==> config.mk <==
export PLATFORM = sky130hd
export DESIGN_NAME = temp_sample_ctrl
export DESIGN_NICKNAME = d
export VERILOG_FILES = /design/src/rtl/temp_pkg.sv /design/src/rtl/temp_avg4.sv /design/src/rtl/temp_sample_ctrl.sv
export SDC_FILE = /design/constraint.sdc
export NUM_CORES = 1
export LEC_CHECK = 0
export BUFFER_PORTS_ARGS = -buffer_cell sky130_fd_sc_hd__buf_2
export CAP_MARGIN = 10
export CORE_UTILIZATION = 30
export CTS_BUF_LIST = sky130_fd_sc_hd__clkbuf_16
export DETAILED_ROUTE_END_ITERATION = 16
export HOLD_SLACK_MARGIN = 0.12
export PLACE_DENSITY = 0.46
export SLEW_MARGIN = 30
export SYNTH_ARGS = -nofsm -noshare
export SYNTH_HDL_FRONTEND = slang
export SYNTH_SLANG_ARGS = --single-unit
==> constraint.sdc <==
create_clock -name clk -period 2 [get_ports clk]
set_clock_uncertainty 0.1 [all_clocks]
set_input_delay 0.3 -clock clk [delete_from_list [all_inputs] [get_ports clk]]
set_output_delay 0.3 -clock clk [all_outputs]
set_load 0.02 [all_outputs]
==> src/rtl/temp_pkg.sv <==
// Shared types and constants for the periodic temperature sampling controller.
// Width of the temperature path, FSM state type and default timing constants.
package temp_pkg;

    localparam int TC_W               = 13;
    localparam int SUM_W              = 15;
    localparam int DEF_SAMPLE_PERIOD  = 100_000_000;
    localparam int DEF_ACK_TIMEOUT    = 1000;

    typedef enum logic [1:0] {
        ST_IDLE = 2'd0,
        ST_REQ  = 2'd1,
        ST_WAIT = 2'd2
    } temp_state_t;

    // Counter width for a 0..n-1 counter; a single-count counter still needs one bit.
    function automatic int cnt_w(input int n);
        return (n > 1) ? $clog2(n) : 1;
    endfunction

endpackage

==> src/rtl/temp_avg4.sv <==
// Four-entry running averager of captured two's-complement temperature samples.
// The first load after reset primes every entry with that sample.
module temp_avg4
    import temp_pkg::*;
(
    input  logic            clk,
    input  logic            rst,
    input  logic            load,
    input  logic [TC_W-1:0] sample,
    output logic [TC_W-1:0] avg
);

    logic [TC_W-1:0]         hist [4];
    logic                    primed;
    logic signed [SUM_W-1:0] sum;
    logic signed [SUM_W-1:0] shifted;

    always_ff @(posedge clk) begin
        if (rst) begin
            for (int i = 0; i < 4; i++) hist[i] <= '0;
            primed <= 1'b0;
        end else if (load) begin
            if (!primed) begin
                for (int i = 0; i < 4; i++) hist[i] <= sample;
            end else begin
                hist[0] <= sample;
                hist[1] <= hist[0];
                hist[2] <= hist[1];
                hist[3] <= hist[2];
            end
            primed <= 1'b1;
        end
    end

    always_comb begin
        sum = '0;
        for (int i = 0; i < 4; i++) sum = sum + SUM_W'($signed(hist[i]));
        shifted = sum >>> 2;
        avg     = shifted[TC_W-1:0];
    end

endmodule

==> src/rtl/temp_sample_ctrl.sv <==
// Periodic sample requester: IDLE -> REQ -> WAIT loop with acknowledge timeout.
// Define TEMP_AVG_EN to present a 4-sample running average on tc instead of the latest sample.
module temp_sample_ctrl
    import temp_pkg::*;
#(
    parameter int SAMPLE_PERIOD = DEF_SAMPLE_PERIOD,
    parameter int ACK_TIMEOUT   = DEF_ACK_TIMEOUT
) (
    input  logic            clk,
    input  logic            rst,
    input  logic            enable,
    input  logic            units_toggle,
    output logic            sample_req,
    input  logic            sample_ack,
    input  logic [TC_W-1:0] sample_data,
    output logic [TC_W-1:0] tc,
    output logic            c_f,
    output logic            valid,
    output logic            timeout,
    output temp_state_t     fsm_state
);

    // Handshake: sample_req is held high for the whole REQ state; a one-cycle
    // sample_ack while in REQ (and enabled) completes it, data valid that cycle.

    localparam int TO_W = cnt_w(ACK_TIMEOUT);
    localparam int WT_W = cnt_w(SAMPLE_PERIOD);
    localparam logic [TO_W-1:0] TO_LAST = TO_W'(ACK_TIMEOUT - 1);
    localparam logic [WT_W-1:0] WT_LAST = WT_W'(SAMPLE_PERIOD - 1);

    temp_state_t     state;
    temp_state_t     state_nx;
    logic [TO_W-1:0] to_cnt;
    logic [WT_W-1:0] wt_cnt;
    logic            capture;
    logic            expire;

    always_ff @(posedge clk) begin
        if (rst) state <= ST_IDLE;
        else     state <= state_nx;
    end

    always_comb begin
        state_nx = state;
        if (!enable) begin
            state_nx = ST_IDLE;
        end else begin
            case (state)
                ST_IDLE: state_nx = ST_REQ;
                ST_REQ:  if (sample_ack || to_cnt == TO_LAST) state_nx = ST_WAIT;
                ST_WAIT: if (wt_cnt == WT_LAST) state_nx = ST_REQ;
                default: state_nx = ST_IDLE;
            endcase
        end
    end

    // An acknowledge on the last timeout cycle counts as a capture, not an expiry.
    always_comb begin
        sample_req = (state == ST_REQ);
        capture    = (state == ST_REQ) && enable && sample_ack;
        expire     = (state == ST_REQ) && enable && !sample_ack && (to_cnt == TO_LAST);
        fsm_state  = state;
    end

    // Counters advance only while staying in their state, so they stop at the terminal count.
    always_ff @(posedge clk) begin
        if (rst) begin
            to_cnt <= '0;
            wt_cnt <= '0;
        end else begin
            to_cnt <= (state == ST_REQ  && state_nx == ST_REQ)  ? to_cnt + 1'b1 : '0;
            wt_cnt <= (state == ST_WAIT && state_nx == ST_WAIT) ? wt_cnt + 1'b1 : '0;
        end
    end

    always_ff @(posedge clk) begin
        if (rst) begin
            valid   <= 1'b0;
            timeout <= 1'b0;
            c_f     <= 1'b0;
        end else begin
            if (capture) begin
                valid   <= 1'b1;
                timeout <= 1'b0;
            end else if (expire) begin
                timeout <= 1'b1;
            end
            if (units_toggle) c_f <= ~c_f;
        end
    end

`ifdef TEMP_AVG_EN
    temp_avg4 u_avg (
        .clk    (clk),
        .rst    (rst),
        .load   (capture),
        .sample (sample_data),
        .avg    (tc)
    );
`else
    always_ff @(posedge clk) begin
        if (rst)          tc <= '0;
        else if (capture) tc <= sample_data;
    end
`endif

endmodule

# == Word-level counts from Yosys, hierarchy flattened ==
# Cells that the tools add are included.
# totals
register_bits,55
inputBits,18
wordCells,34
# op_classes
n_addsub,2
eq_ne,6
muxes,4
bitwise,3
reduce_logical,12
# ops
op,count
$add A27 B1 Y27 const B,1
$eq A27 B27 Y1 const B,1
$add A10 B1 Y10 const B,1
$eq A10 B10 Y1 const B,1
$logic_and A1 B1 Y1,6
$mux W2,3
$pmux W2 S3,1
$reduce_or A2 Y1,3
$eq A2 B1 Y1 const B,2
$eq A2 B2 Y1 const B,2
$not A1 Y1,3
$logic_not A2 Y1,1
$logic_not A1 Y1,1
$logic_or A1 B1 Y1,1

# == Depth between registers and ports, before layout ==
# Gate-level depths: netlist of the first run.
# depth
ltp_word,9
depth_mapped,8
mapped_depth_nobuf,5

# == Least setup slack after synthesis of the first run ==
# No wires, ideal clock.
# synth_path
kind,flip-flop to flip-flop
from,reg wt_cnt[0]
to,reg wt_cnt[10]
setup_ps,130
t_arrival_ps,1616
required_time_ps,1770
path_slack_ps,154
stages_incl_launch_ff,9
n_path_buf,3
period_less_slack_ps,1846
path_cell_list,dfxtp_1 -> ha_1 -> and3_1 -> clkbuf_2 -> nand2_4 -> nor3_1 -> buf_2 -> buf_2 -> nor3_1
# synth_between
elab_chain_len,8
elab_cells_between_ends,9
cone_classes,add/sub (1); eq/ne (2); mux (3); bitwise (1); reduce/logical (2)
# synth_rtl
item,line_no,source
start: declaration,temp_sample_ctrl.sv:34,logic [WT_W-1:0] wt_cnt;
start signal: assignment,temp_sample_ctrl.sv:72,wt_cnt <= (state == ST_WAIT && state_nx == ST_WAIT) ? wt_cnt + 1'b1 : '0;
$eq A27 B27 Y1,temp_sample_ctrl.sv:51,ST_WAIT: if (wt_cnt == WT_LAST) state_nx = ST_REQ;
$mux W2,temp_sample_ctrl.sv:51,
$pmux W2 S3,temp_sample_ctrl.sv:48,case (state)
$mux W2,temp_sample_ctrl.sv:45,if (!enable) begin
$eq A2 B2 Y1,temp_sample_ctrl.sv:72,
$logic_and A1 B1 Y1,temp_sample_ctrl.sv:72,
$not A1 Y1 (no source line),-,
$reduce_or A2 Y1 (no source line),-,
# Several ways; a longest one is shown, not always the timed one.
# A chain may end at the register's enable or synchronous reset.

# == Worst setup path after layout of the first run ==
# layout_path
from,reg wt_cnt[0]
to,reg wt_cnt[22]
# Same word-level chain as after synthesis.

==> results of run 1 <==
through the flow:
stage / cells / hold WS [ns]
after floorplan: 270 / 0.3299
after global placement: 407 / 0.3391
after detailed placement: 407 / 0.3431
after CTS: 415 / 0.1315
after global routing: 415 / 0.1347
final: 415 / 0.1403
how the worst min path moves through the flow:
| stage | from | to | slack, ns | cells past startpoint |
|---|---|---|---|---|
| finish | sample_data[0] | tc[0]$_SDFFE_PP0P_ | 0.14 | 3 |
| global route | sample_data[0] | tc[0]$_SDFFE_PP0P_ | 0.13 | 3 |
| CTS | sample_data[0] | tc[0]$_SDFFE_PP0P_ | 0.13 | 3 |
| detailed placement | tc[6]$_SDFFE_PP0P_ | tc[6]$_SDFFE_PP0P_ | 0.34 | 2 |
| global placement | tc[7]$_SDFFE_PP0P_ | tc[7]$_SDFFE_PP0P_ | 0.34 | 2 |
| floorplan | to_cnt[0]$_SDFF_PP0_ | to_cnt[0]$_SDFF_PP0_ | 0.33 | 1 |
final cells by class:
class                   count  area [um^2]  share of cell area, %
clock inverters             3        20.02                 0.6823
flip-flops and latches     55         1101                  37.53
clock buffers               5        125.1                  4.264
multi-input cells         196         1222                  41.66
well taps                 102        127.6                  4.350
repair buffers             50        322.8                  11.00
inverters                   4        15.01                 0.5117
power groups by stage:
stage / Combinational, mW / Clock (mW) / Sequential, mW
after floorplan: 0.0307 / 0 / 1.15
after global placement: 0.0808 / 0 / 1.14
after detailed placement: 0.0811 / 0 / 1.14
after CTS: 0.0813 / 0.903 / 1.11
after global routing: 0.0878 / 0.947 / 1.11
final: 0.0799 / 0.857 / 1.11
synthesized netlist by cell type (3+ instances only):
cell       n
or4_1      4
inv_1      4
o21ai_0    9
o31ai_1    6
a21oi_1   13
nand4_1    7
clkbuf_1   6
nand2_1   35
a211oi_1   9
nand3_1   18
a211oi_2   4
or3_1      5
or3_2      3
xnor2_1   10
buf_2      4
dfxtp_1   55
nor3_1    18
and3_1     3
nor2_1    18
xor2_1    11
flip-flops by register name (all words and copies together) (netlist names):
| signal | cells |
|---|---|
| tc | 13 |
| wt_cnt | 27 |
| c_f | 1 |
| to_cnt | 10 |
| valid | 1 |
| timeout | 1 |
| fsm_state | 2 |
kinds of logic after synthesis:
| family | after synthesis | share of synthesized area (%) |
|---|---|---|
| compound gates | 43 | 11.97 |
| buf+inv | 19 | 4.404 |
| fa+ha+maj | 2 | 1.036 |
| xor+xnor | 21 | 7.616 |
| flops | 55 | 45.60 |
| simple gates | 130 | 29.38 |
timing repair:
item / 4_1_cts / 5_1_grt
hold endpoints to repair: 0 / 0
setup endpoints to repair: 0 / 7
resized for setup: 0 / 2
worst max-delay path, cell delays in order (launching register included):
cell and delay (ns):
dfxtp_1 0.37, ha_1 0.19, and3_2 0.27, nand2_4 0.11
or4_1 0.53, a211oi_2 0.22
per-layer routing:
layer / wire length, um / up-vias / GRT usage (%)
li1: - / 1050 / -
met1: 2485 / 899 / 16.19
met2: 2303 / 6 / 19.80
met3: 63 / 2 / 2.736
met4: 29 / 0 / 2.734
met5: 0 / - / 0
==> flow_summary.json, run 1 <==
{
  "status": "complete, no violations",
  "place_ws_ns": 0.05674,
  "synth_edf_count": 0,
  "drive_above_1_share_pct": 23.96,
  "synth_top_area_cell": "dfxtp_1",
  "r2r-end": "wt_cnt[22]$_SDFF_PP0_",
  "rows": 32,
  "setup_violations": 0,
  "p_sw_share_pct": 21.80,
  "ant_nets": 0,
  "grt_overflow": 0,
  "fin_ws_ns": 0.1433,
  "slew_viol_final": 0,
  "hp-class": "primary input to register",
  "fin_total_pwr_mw": 2.047,
  "place_congestion": 0.7129,
  "start_util_pct": 31.09,
  "p_seq_share_pct": 54.2,
  "ys_ff_latch": 55,
  "internal_power_mw": 1.601,
  "wl_mm": 4.880,
  "clock_path_buffers": 2,
  "post_cts_buffers": 0,
  "grt_pass1_vias": 1731,
  "port_buffers": 36,
  "synth_cell_types": 42,
  "setup_tns_ns": 0,
  "first_pass_iters": 4,
  "fin_util_pct": 37.77,
  "syn_avg_cell_area_um2": 8.944,
  "cts-root-buf": "clkbuf_16",
  "wl_per_cell_um": 11.76,
  "crit_end": "wt_cnt[22]$_SDFF_PP0_",
  "synthesis.area_um2": 2415,
  "fin_crit_sh_pct": 92.83,
  "pwr-share-comb_pct": 3.9,
  "htreeDepth": 2,
  "leakagePower_nw": 1.028,
  "initialDrtViolationCount": 78,
  "slew_headroom_pct": 64.17,
  "max_freq_ghz": 0.5386,
  "r2r_slack_ns": 0.14,
  "syn_to_final_growth_pct": 21.50,
  "critPathRequiredTime_ns": 2.11,
  "ys.warnings.count": 0,
  "synthFlopType": "dfxtp_1",
  "clk_latency_ns": 0.29,
  "crit_arrival_ns": 1.97,
  "antenna_cells": 0,
  "grt_pass1_wl_mm": 8.286,
  "crit_fanout": 10,
  "critPathCaptureType": "register",
  "grtUsageTotal_pct": 12.08,
  "via_count": 1957,
  "power_density_nw_per_um2": 697.8,
  "core_um2": 7767,
  "r2r-start": "wt_cnt[0]$_SDFF_PP0_",
  "yosys-top-cells-area": "dfxtp_1, nand2_1, xor2_1",
  "dpl.hpwl_mm": 3.479,
  "dieWidth_um": 91.72,
  "numCtsBuffers": 5,
  "clock-sinks": 55,
  "antenna_found_initial": 0,
  "ir_drop_v": 0.0004529,
  "finalHoldViolations": 0,
  "drv_cap": 0,
  "nFillCells": 828,
  "io_pins": 37,
  "vias_per_cell": 4.716,
  "fin_crit_ns": 1.857,
  "syn_inst": 270,
  "syn-num-nets": 290,
  "mostFrequentLayoutCells": "dfxtp_1, buf_2, nand2_1, nand3_1, nor2_1",
  "remaining_drc_errors": 0,
  "final_common_cell": "dfxtp_1",
  "post_dp_cell_area_um2": 2779,
  "design_area_um2": 2934,
  "switchingPower_mw": 0.4463,
  "synth-seq-area-share_pct": 45.60,
  "die_h_um": 91.72,
  "crit_type": "register to register",
  "cts_tree": "built",
  "tightest_slew_ns": 0.5374,
  "start_kind": "register",
  "grt_setup_unrepaired": "no",
  "async_reset_ff_share_pct": 0,
  "rr_worst_depth": 5,
  "die-area_um2": 8413,
  "synth.top_cell.area_share_pct": 45.60,
  "cp-startpoint": "wt_cnt[0]$_SDFF_PP0_",
  "final_nets": 332,
  "p_clk_share_pct": 41.9,
  "grt_max_degree": 21,
  "ctsHoldBuffers": 0,
  "clk_pin_slew_ns": 0.07
}
(Power assumes the default switching activity.)
==> inputs of run 2 (changes only) <==
--- a/config.mk
+++ b/config.mk
@@ -8,10 +8,9 @@
 export BUFFER_PORTS_ARGS = -buffer_cell sky130_fd_sc_hd__buf_2
 export CAP_MARGIN = 10
 export CORE_UTILIZATION = 30
-export CTS_BUF_LIST = sky130_fd_sc_hd__clkbuf_16
 export DETAILED_ROUTE_END_ITERATION = 16
 export HOLD_SLACK_MARGIN = 0.12
-export PLACE_DENSITY = 0.46
+export PLACE_DENSITY = 0.58
 export SLEW_MARGIN = 30
 export SYNTH_ARGS = -nofsm -noshare
 export SYNTH_HDL_FRONTEND = slang
==> constraint.sdc (replaced) <==
create_clock -name clk -period 2 [get_ports clk]
set_clock_uncertainty 0.1 [all_clocks]
set_input_delay 0.4 -clock clk [delete_from_list [all_inputs] [get_ports clk]]
set_output_delay 0.4 -clock clk [all_outputs]
set_load 0.02 [all_outputs]
==> flow_summary.json, run 2 (same netlist as run 1, synthesis figures left out) <==
{
  "wl_per_cell_um": 12.20,
  "grt_overflow": 0,
  "wl_met3_um": 109,
  "cts_tree": "built",
  "ctsHoldBuffers": 0,
  "clk_latency_ns": 0.31,
  "numCtsBuffers": 5,
  "place_congestion": 0.7528,
  "clock-sinks": 55,
  "reg_top3": "wt_cnt (27), tc (13), to_cnt (10)",
  "clock_path_buffers": 2,
  "final_common_cell": "dfxtp_1",
  "dieWidth_um": 91.72,
  "port_buffers": 36,
  "die_h_um": 91.72,
  "p_clk_share_pct": 38.7,
  "vias_per_cell": 4.786,
  "mostFrequentLayoutCells": "dfxtp_1, buf_2, nand2_1, nand3_1, nor2_1",
  "ir_drop_v": 0.0002603,
  "max_freq_ghz": 0.5420,
  "fin_crit_ns": 1.845,
  "p_seq_share_pct": 57.2,
  "antenna_found_initial": 0,
  "io_pins": 37,
  "grtUsageTotal_pct": 12.98,
  "wl_met2_mm": 2.410,
  "core_um2": 7767,
  "start_kind": "register",
  "rows": 32,
  "crit_arrival_ns": 1.98,
  "setup_tns_ns": 0,
  "start_util_pct": 31.09,
  "initialDrtViolationCount": 122,
  "clk_pin_slew_ns": 0.11,
  "grt_max_degree": 29,
  "finalHoldViolations": 0,
  "die-area_um2": 8413,
  "antenna_cells": 0,
  "ant_nets": 0,
  "critPathCaptureType": "register",
  "top_register": "wt_cnt",
  "drive_above_1_share_pct": 24.20,
  "fin_total_pwr_mw": 1.941,
  "setup_violations": 0,
  "critPathRequiredTime_ns": 2.13,
  "wl_mm": 5.074,
  "crit_fanout": 10,
  "grt_setup_unrepaired": "no",
  "power_density_nw_per_um2": 670.3,
  "first_pass_iters": 4,
  "cts-root-buf": "clkbuf_8",
  "final_nets": 333,
  "syn_to_final_growth_pct": 19.90,
  "largest_register_ffs": 27,
  "grt_pass1_vias": 2008,
  "htreeDepth": 2,
  "tightest_slew_ns": 0.5235,
  "pwr-share-comb_pct": 4.1,
  "whs_ns": 0.2120,
  "routed.top_layer": "met4",
  "nFillCells": 823,
  "via_count": 1991,
  "grt_pass1_wl_mm": 8.970,
  "p_sw_share_pct": 21.89,
  "remaining_drc_errors": 0,
  "status": "complete, no violations",
  "switchingPower_mw": 0.4248,
  "dpl.hpwl_mm": 3.505,
  "wl_met1_mm": 2.492,
  "drv_cap": 0,
  "slew_headroom_pct": 65.00,
  "internal_power_mw": 1.516,
  "leakagePower_nw": 1.017,
  "hp-class": "primary input to register",
  "crit_type": "register to register",
  "slew_viol_final": 0,
  "fin_crit_sh_pct": 92.25
}
run 2: cell types whose count changed in the layout (fill, tap and decap cells not counted):
cell,before,now
buf_12,3,2
buf_4,11,13
bufinv_16,0,1
clkbuf_1,0,1
clkbuf_16,5,0
clkbuf_8,0,5
clkinv_1,1,0
clkinv_4,1,0
clkinvlp_4,1,0
inv_6,0,1
run 2: layout make-up:
cell class | count | area (um^2) | share of cell area (%)
multi-input cells | 196 | 1222 | 42.22
flip-flops and latches | 55 | 1101 | 38.03
repair buffers | 51 | 317.8 | 10.98
well taps | 102 | 127.6 | 4.408
clock buffers | 6 | 72.57 | 2.506
clock inverters | 2 | 38.79 | 1.340
inverters | 4 | 15.01 | 0.5186
run 2: per-stage QoR:
| stage | util, % | instance area, um^2 | std cells | setup WS (ns) |
|---|---|---|---|---|
| global route | 37.27 | 2895 | 416 | 0.04198 |
| finish | 37.27 | 2895 | 416 | 0.1550 |
| detailed placement | 35.62 | 2766 | 407 | 0.1108 |
| CTS | 37.05 | 2878 | 415 | 0.07784 |
| global placement | 35.62 | 2766 | 407 | 0.1674 |
| floorplan | - | 2415 | 270 | 0.1545 |
run 2: per-layer routing:
metal / track usage [%] / vias to the layer above
li1: - / 1047
met1: 16.17 / 927
met2: 21.93 / 13
met3: 2.239 / 4
met4: 5.729 / 0
met5: 0 / -
run 2: worst paths after layout:
path	cells after the start	slack [ns]	to	start
setup / recovery	5	0.15	wt_cnt[26]$_SDFF_PP0_	wt_cnt[0]$_SDFF_PP0_
setup reg to reg	5	0.15	wt_cnt[26]$_SDFF_PP0_	wt_cnt[0]$_SDFF_PP0_
hold reg to reg	2	0.36	tc[10]$_SDFFE_PP0P_	tc[10]$_SDFFE_PP0P_
hold / removal	3	0.21	tc[2]$_SDFFE_PP0P_	sample_data[2]
run 2: timing repair:
item,in CTS,in global routing
endpoints found under the setup margin,0,5
gates resized for setup,0,2
setup buffers,0,1
run 2: power by group through the flow:
| stage | sequential [mW] | clock [mW] | combinational (mW) |
|---|---|---|---|
| finish | 1.11 | 0.750 | 0.0797 |
| global route | 1.11 | 0.806 | 0.0876 |
| CTS | 1.11 | 0.779 | 0.0804 |
| detailed placement | 1.14 | 0 | 0.0794 |
| global placement | 1.14 | 0 | 0.0785 |
| floorplan | 1.15 | 0 | 0.0307 |
run 2: worst max-delay path, stage by stage (launching register included):
cell      delay, ns
dfxtp_1        0.39
ha_1           0.19
and3_2         0.25
nand2_4        0.10
or4_1          0.53
a211oi_2       0.22
